File: src/rtl/angle_tracker.sv
// angle_tracker
//   Turns the debounced once-per-rev beam pulse into a drift-free angle.
//   A fractional phase accumulator advances by inc = 2^ACC_W / period_avg
//   every clock. The increment comes from a sequential restoring divider.
//   Glitch edges are rejected, lock and stall status are reported, a
//   constant angle offset is added, and the end of a revolution either
//   wraps or holds.
// Ports
//   clk, reset    system clock, synchronous active-high reset
//   break_clean   debounced beam signal; a rising edge marks the index
//   theta_offset  angle added to the output (mod 2^THETA_BITS)
//   theta         registered current angle
//   rev_strobe    1-cycle pulse per accepted edge
//   locked        period estimate valid and stable
//   stalled       no edge for 2^PERIOD_BITS-1 clocks
//   period_avg    EMA of the revolution period in clocks (debug)
module angle_tracker #(
  parameter int THETA_BITS  = 8,
  parameter int FRAC_BITS   = 16,
  parameter int PERIOD_BITS = 28,
  parameter int EMA_SHIFT   = 3,
  parameter int MIN_PERIOD  = 1024,
  parameter int LOCK_COUNT  = 4,
  parameter int HOLD_AT_END = 0
) (
  input  logic                   clk,
  input  logic                   reset,
  input  logic                   break_clean,
  input  logic [THETA_BITS-1:0]  theta_offset,
  output logic [THETA_BITS-1:0]  theta,
  output logic                   rev_strobe,
  output logic                   locked,
  output logic                   stalled,
  output logic [PERIOD_BITS-1:0] period_avg
);
  localparam int ACC_W = THETA_BITS + FRAC_BITS;
  localparam int CNT_W = $clog2(ACC_W + 1);
  localparam int LC_W  = (LOCK_COUNT < 1) ? 1 : $clog2(LOCK_COUNT + 1);
  localparam int PB    = PERIOD_BITS;

  typedef enum logic [1:0] {IDLE, ACQUIRE, LOCKED, STALLED} state_t;

  state_t            state_q, state_d;
  logic              prev_beam_q, prev_beam_d;
  logic [PB-1:0]     cnt_q, cnt_d;
  logic [PB-1:0]     avg_q, avg_d;
  logic [ACC_W-1:0]  acc_q, acc_d;
  logic [ACC_W-1:0]  inc_q, inc_d;
  logic [THETA_BITS-1:0] theta_q, theta_d;
  logic              strobe_q, strobe_d;
  logic              locked_q, locked_d;
  logic              stalled_q, stalled_d;
  logic [LC_W-1:0]   lock_cnt_q, lock_cnt_d;
  logic              div_busy_q, div_busy_d;
  logic [CNT_W-1:0]  div_cnt_q, div_cnt_d;
  logic [PB-1:0]     div_rem_q, div_rem_d;
  logic [ACC_W-1:0]  div_quo_q, div_quo_d;
  logic [PB-1:0]     div_den_q, div_den_d;

  logic              rise, tracking, accept, cnt_max;
  logic [PB-1:0]     elapsed, new_avg;
  logic [ACC_W:0]    acc_sum;
  logic              div_bit, div_ge, div_last;
  logic [PB:0]       div_trial;
  logic [ACC_W:0]    div_quo_nx;

  always_comb begin
    rise     = break_clean & ~prev_beam_q;
    cnt_max  = &cnt_q;
    // Clocks since the last accepted edge, counting the current cycle.
    elapsed  = cnt_max ? cnt_q : cnt_q + PB'(1);
    tracking = (state_q == ACQUIRE) || (state_q == LOCKED);
    accept   = rise && (!tracking || (elapsed >= PB'(MIN_PERIOD)));
    new_avg  = (avg_q == '0) ? elapsed
             : avg_q - (avg_q >> EMA_SHIFT) + (elapsed >> EMA_SHIFT);
    acc_sum  = {1'b0, acc_q} + {1'b0, inc_q};

    // Dividend is 2^ACC_W: a single 1 followed by ACC_W zeros.
    div_bit    = (div_cnt_q == CNT_W'(ACC_W));
    div_trial  = {div_rem_q, div_bit};
    div_ge     = (div_trial >= {1'b0, div_den_q});
    div_quo_nx = {div_quo_q, div_ge};
    div_last   = div_busy_q && (div_cnt_q == '0);

    state_d     = state_q;
    prev_beam_d = break_clean;
    cnt_d       = elapsed;
    avg_d       = avg_q;
    acc_d       = acc_q;
    inc_d       = inc_q;
    strobe_d    = 1'b0;
    stalled_d   = stalled_q;
    lock_cnt_d  = lock_cnt_q;
    div_busy_d  = div_busy_q;
    div_cnt_d   = div_cnt_q;
    div_rem_d   = div_rem_q;
    div_quo_d   = div_quo_q;
    div_den_d   = div_den_q;

    if (div_busy_q) begin
      div_rem_d = div_ge ? PB'(div_trial - {1'b0, div_den_q}) : div_trial[PB-1:0];
      div_quo_d = div_quo_nx[ACC_W-1:0];
      div_cnt_d = div_cnt_q - CNT_W'(1);
      if (div_last) begin
        div_busy_d = 1'b0;
        // Only avg <= 1 produces a quotient bit at 2^ACC_W.
        inc_d = div_quo_nx[ACC_W] ? '1 : div_quo_nx[ACC_W-1:0];
      end
    end

    if (accept) begin
      cnt_d    = '0;
      acc_d    = '0;
      strobe_d = 1'b1;
      if (!tracking) begin
        // Period still unknown: start acquiring without a sample.
        state_d    = ACQUIRE;
        lock_cnt_d = '0;
        stalled_d  = 1'b0;
      end else begin
        avg_d      = new_avg;
        lock_cnt_d = (lock_cnt_q == '1) ? lock_cnt_q : lock_cnt_q + LC_W'(1);
        div_busy_d = 1'b1;
        div_cnt_d  = CNT_W'(ACC_W);
        div_rem_d  = '0;
        div_quo_d  = '0;
        div_den_d  = new_avg;
      end
    end else if (tracking && cnt_max) begin
      state_d    = STALLED;
      stalled_d  = 1'b1;
      avg_d      = '0;
      inc_d      = '0;
      acc_d      = '0;
      div_busy_d = 1'b0;
    end else if (tracking) begin
      if (acc_sum[ACC_W] && (HOLD_AT_END != 0)) acc_d = '1;
      else                                     acc_d = acc_sum[ACC_W-1:0];
      if ((state_q == ACQUIRE) && div_last && (lock_cnt_q >= LC_W'(LOCK_COUNT)))
        state_d = LOCKED;
    end else begin
      acc_d = '0;
    end

    locked_d = (state_d == LOCKED);
    theta_d  = acc_q[ACC_W-1 -: THETA_BITS] + theta_offset;
  end

  always_ff @(posedge clk) begin
    if (reset) begin
      state_q     <= IDLE;
      prev_beam_q <= 1'b0;
      cnt_q       <= '0;
      avg_q       <= '0;
      acc_q       <= '0;
      inc_q       <= '0;
      theta_q     <= '0;
      strobe_q    <= 1'b0;
      locked_q    <= 1'b0;
      stalled_q   <= 1'b0;
      lock_cnt_q  <= '0;
      div_busy_q  <= 1'b0;
      div_cnt_q   <= '0;
      div_rem_q   <= '0;
      div_quo_q   <= '0;
      div_den_q   <= '0;
    end else begin
      state_q     <= state_d;
      prev_beam_q <= prev_beam_d;
      cnt_q       <= cnt_d;
      avg_q       <= avg_d;
      acc_q       <= acc_d;
      inc_q       <= inc_d;
      theta_q     <= theta_d;
      strobe_q    <= strobe_d;
      locked_q    <= locked_d;
      stalled_q   <= stalled_d;
      lock_cnt_q  <= lock_cnt_d;
      div_busy_q  <= div_busy_d;
      div_cnt_q   <= div_cnt_d;
      div_rem_q   <= div_rem_d;
      div_quo_q   <= div_quo_d;
      div_den_q   <= div_den_d;
    end
  end

  assign theta      = theta_q;
  assign rev_strobe = strobe_q;
  assign locked     = locked_q;
  assign stalled    = stalled_q;
  assign period_avg = avg_q;
endmodule

File: config.mk
export PLATFORM = sky130hd
export DESIGN_NAME = angle_tracker
export DESIGN_NICKNAME = d
export VERILOG_FILES = /design/src/rtl/angle_tracker.sv
export SDC_FILE = /design/constraint.sdc
export NUM_CORES = 1
export LEC_CHECK = 0
export BUFFER_PORTS_ARGS = -buffer_cell sky130_fd_sc_hd__buf_2
export CAP_MARGIN = 10
export CORE_MARGIN = 4
export CORE_UTILIZATION = 65
export DETAILED_ROUTE_END_ITERATION = 8
export PLACE_DENSITY = 0.91
export SLEW_MARGIN = 15
export SYNTH_ARGS = -nofsm -noshare
export SYNTH_HDL_FRONTEND = slang
export SYNTH_SLANG_ARGS = --single-unit
File: constraint.sdc
create_clock -name clk -period 14.3 [get_ports clk]
set_clock_uncertainty 0.1 [all_clocks]
set_input_delay 1.43 -clock clk [delete_from_list [all_inputs] [get_ports clk]]
set_output_delay 1.43 -clock clk [all_outputs]
set_load 0.005 [all_outputs]
==> impl_metrics.tcl <==
set metrics [dict create \
    reg2reg_from "cnt_q[0]" \
    fill_cells 1419 \
    synth_nets 1709 \
    worstPathRequired_ps 14570 \
    num_antenna_cells 0 \
    hold_end "div_den_q[25]" \
    register_area_mm2 0.004148 \
    insertion_delay_ps 520 \
    cts_hold_buf 0 \
    powerDensity_mw_per_mm2 105.5 \
    syn-cell-area_mm2 0.01305 \
    grt_usage_pct 28.83 \
    drt_first_pass_iters 5 \
    via_per_inst 6.235 \
    hold_ws_ps 356.1 \
    crit_arrival_ps 6410 \
    final_common_cell "dfxtp_1" \
    tightest_slew_ps 1224 \
    drv_slew 0 \
    fp.dieH_um 149.7 \
    hold-path-cell-count 1 \
    fp.dieArea_mm2 0.02241 \
    ys_ff_latch 207 \
    grt_pass1_vias 11280 \
    nets 1716 \
    cts-buffers-inserted 22 \
    io_pins 50 \
    slew_headroom_pct 18.09 \
    ir_worst_vdd_uv 94.08 \
    hpwl_um 23320 \
    dpl_cell_area_mm2 0.01339 \
    period_share_pct 42.93 \
    wl_um 33000 \
    clock-sinks 207 \
    most-common-layout-cells "dfxtp_1 (206), nor2_1 (204), inv_1 (138), ha_1 (94), a21oi_1 (85)" \
    drc 0 \
    vias 11620 \
    yosys.area.top_type "dfxtp_1" \
    io_buffer_count 49 \
    synth_top_area_share_pct 31.75 \
    drt_first_iter_violations 773 \
    setup_viol 0 \
    htree_num_levels 1 \
    syn_inst 1576 \
    rrSetupSlack_ps 8160 \
    reg2regPathDepth 19 \
    multi_input_area_mm2 0.008110 \
    rr_endpoint "div_den_q[19]" \
    final_hold_viol_count 0 \
    yosysUniqueCellTypes 75 \
    cts_tree "built" \
    start_util_pct 66.62 \
    routabilityCongestion 0.9742 \
    yosys-top-cells-area "dfxtp_1 (32%), ha_1 (9.0%), nor2_1 (5.9%)" \
    max_cap_violations 0 \
    clock.fmax_ghz 0.1629 \
    cts_buffer_depth 3 \
    yosysWarnings 0 \
    synth_enable_flop_cells 0 \
    rsz0062_at_grt "no" \
    area_growth_pct 8.389 \
    antenna_found_initial 0 \
    crit_fanout 15 \
    tns_ps 0 \
    syn_avg_cell_area_um2 8.280 \
    critPathLaunchType "flop" \
    cp-end-kind "flop" \
    synthArstFlopShare_pct 0 \
    synthFlopType "dfxtp_1" \
    status "finished clean" \
    core.rowCount 51 \
    grt_max_degree 88 \
    globalRouteOverflowTotal 0 \
    ys_seq_area_share_pct 31.75 \
    path_clk_slew_ps 60 \
    cts_setup_buffers 0 \
    die_w_um 149.7 \
    grt_pass1_wl_um 53540 \
    cts-root-buf "clkbuf_16" \
    layout-drive-gt1-share_pct 7.822 \
    core-area_mm2 0.01959 \
    cts_resized 0 \
    timing_worst_setup_path_type "flop to flop" \
    wl_per_cell_um 17.71 \
    antenna_left 0 \
    p_leak_nw 6.009 \
    finalInstanceArea_mm2 0.01414 \
    hp-class "flop to flop" \
    cp-startpoint "cnt_q[0]" \
    min-delay-start "div_den_q[25]" \
    period_needed_ps 6140 \
]
-- cells in the mapped netlist (7+ instances only) --
cell and count:
and2_1 9, buf_2 23, a31oi_1 18, dfxtp_1 207
nand3_1 40, nor2b_1 13, xnor2_1 47, nand2_1 77
fa_1 28, nor2_1 204, ha_1 94, mux2i_1 41
nand2b_1 22, or2_2 9, nand3b_1 7, o21bai_1 10
and3_1 15, a211oi_1 28, o31ai_1 7, nor3_1 70
o21ai_0 60, a21o_1 39, nand4_1 16, and4_1 9
o211ai_1 19, o2bb2ai_1 17, or3_1 10, xor2_1 36
o22ai_1 18, inv_1 138, clkbuf_1 39, nor4_1 13
a22o_1 8, o211a_1 13, a21oi_1 86
-- power breakdown --
| part | internal (mW) | switching (mW) |
|---|---|---|
| combinational | 0.116 | 0.184 |
| sequential | 0.588 | 0.00908 |
| clock | 0.340 | 0.255 |
-- worst max path at each step --
stage / slack, ps / to / cells past startpoint
after floorplan: 9310 / period_avg[27] / 22
after CTS: 8390 / div_den_q[19] / 19
after detailed placement: 8370 / div_den_q[19] / 19
final: 8160 / div_den_q[19] / 19
after global routing: 7790 / div_den_q[19] / 19
after global placement: 8590 / period_avg[27] / 19
-- critical path, stage by stage, from the launching register on --
cell,delay [ps]
dfxtp_1,400
ha_1,280
and3_1,230
and3_1,490
nand4_1,600
and4_1,510
nand3_1,130
xor2_1,290
fa_1,460
inv_1,70
ha_1,280
o21ai_0,280
o211ai_1,160
a41o_1,320
and3_1,250
o311ai_0,480
o211ai_1,200
xor2_1,170
a21oi_1,210
o22ai_1,100
-- kinds of logic after synthesis --
kind of cell    share of synthesized area [%]
mux                                     3.490
xor+xnor                                5.695
simple gates                            19.80
fa+ha+maj                               13.31
buf+inv                                 6.376
compound gates                          19.58
flops                                   31.75
-- sequential cells by signal, summed over array words and instances (netlist names) --
| name | count |
|---|---|
| cnt_q | 28 |
| div_den_q | 28 |
| div_rem_q | 28 |
| period_avg | 28 |
| acc_q | 24 |
| div_quo_q | 24 |
| inc_q | 24 |
| theta | 8 |
| div_cnt_q | 5 |
| lock_cnt_q | 3 |
| state_q | 2 |
| div_busy_q | 1 |
| locked | 1 |
| prev_beam_q | 1 |
| rev_strobe | 1 |
| stalled | 1 |
-- through the flow --
| step | utilization, % | instances | power, mW | setup slack (ps) |
|---|---|---|---|---|
| 6_report | 72.20 | 1863 | 1.492 | 8160 |
| 5_1_grt | 72.20 | 1863 | 1.551 | 7785 |
| 4_1_cts | 72.20 | 1863 | 1.491 | 8385 |
| 3_5_place_dp | 68.35 | 1824 | 0.9005 | 8366 |
| 3_3_place_gp | 68.35 | 1824 | 0.8943 | 8591 |
| 2_1_floorplan | - | 1576 | 0.8419 | 9313 |
-- cell type report --
class / instances / share of cell area [%]
multi-input cells: 1160 / 57.34
clock inverters: 14 / 1.150
clock buffers: 25 / 4.184
repair buffers: 54 / 1.999
flip-flops and latches: 207 / 29.32
well taps: 265 / 2.344
inverters: 138 / 3.662
-- per-layer routing --
metal	vias to the layer above	wire length, um	share of wire [%]	global-route usage (%)
met5	-	0	0	0
met4	0	1805	5.5	14.46
met3	125	2415	7.3	5.027
met2	483	15190	46	48.30
met1	5411	13590	41	35.84
li1	5596	-	-	-
(Power assumes the default switching activity.)
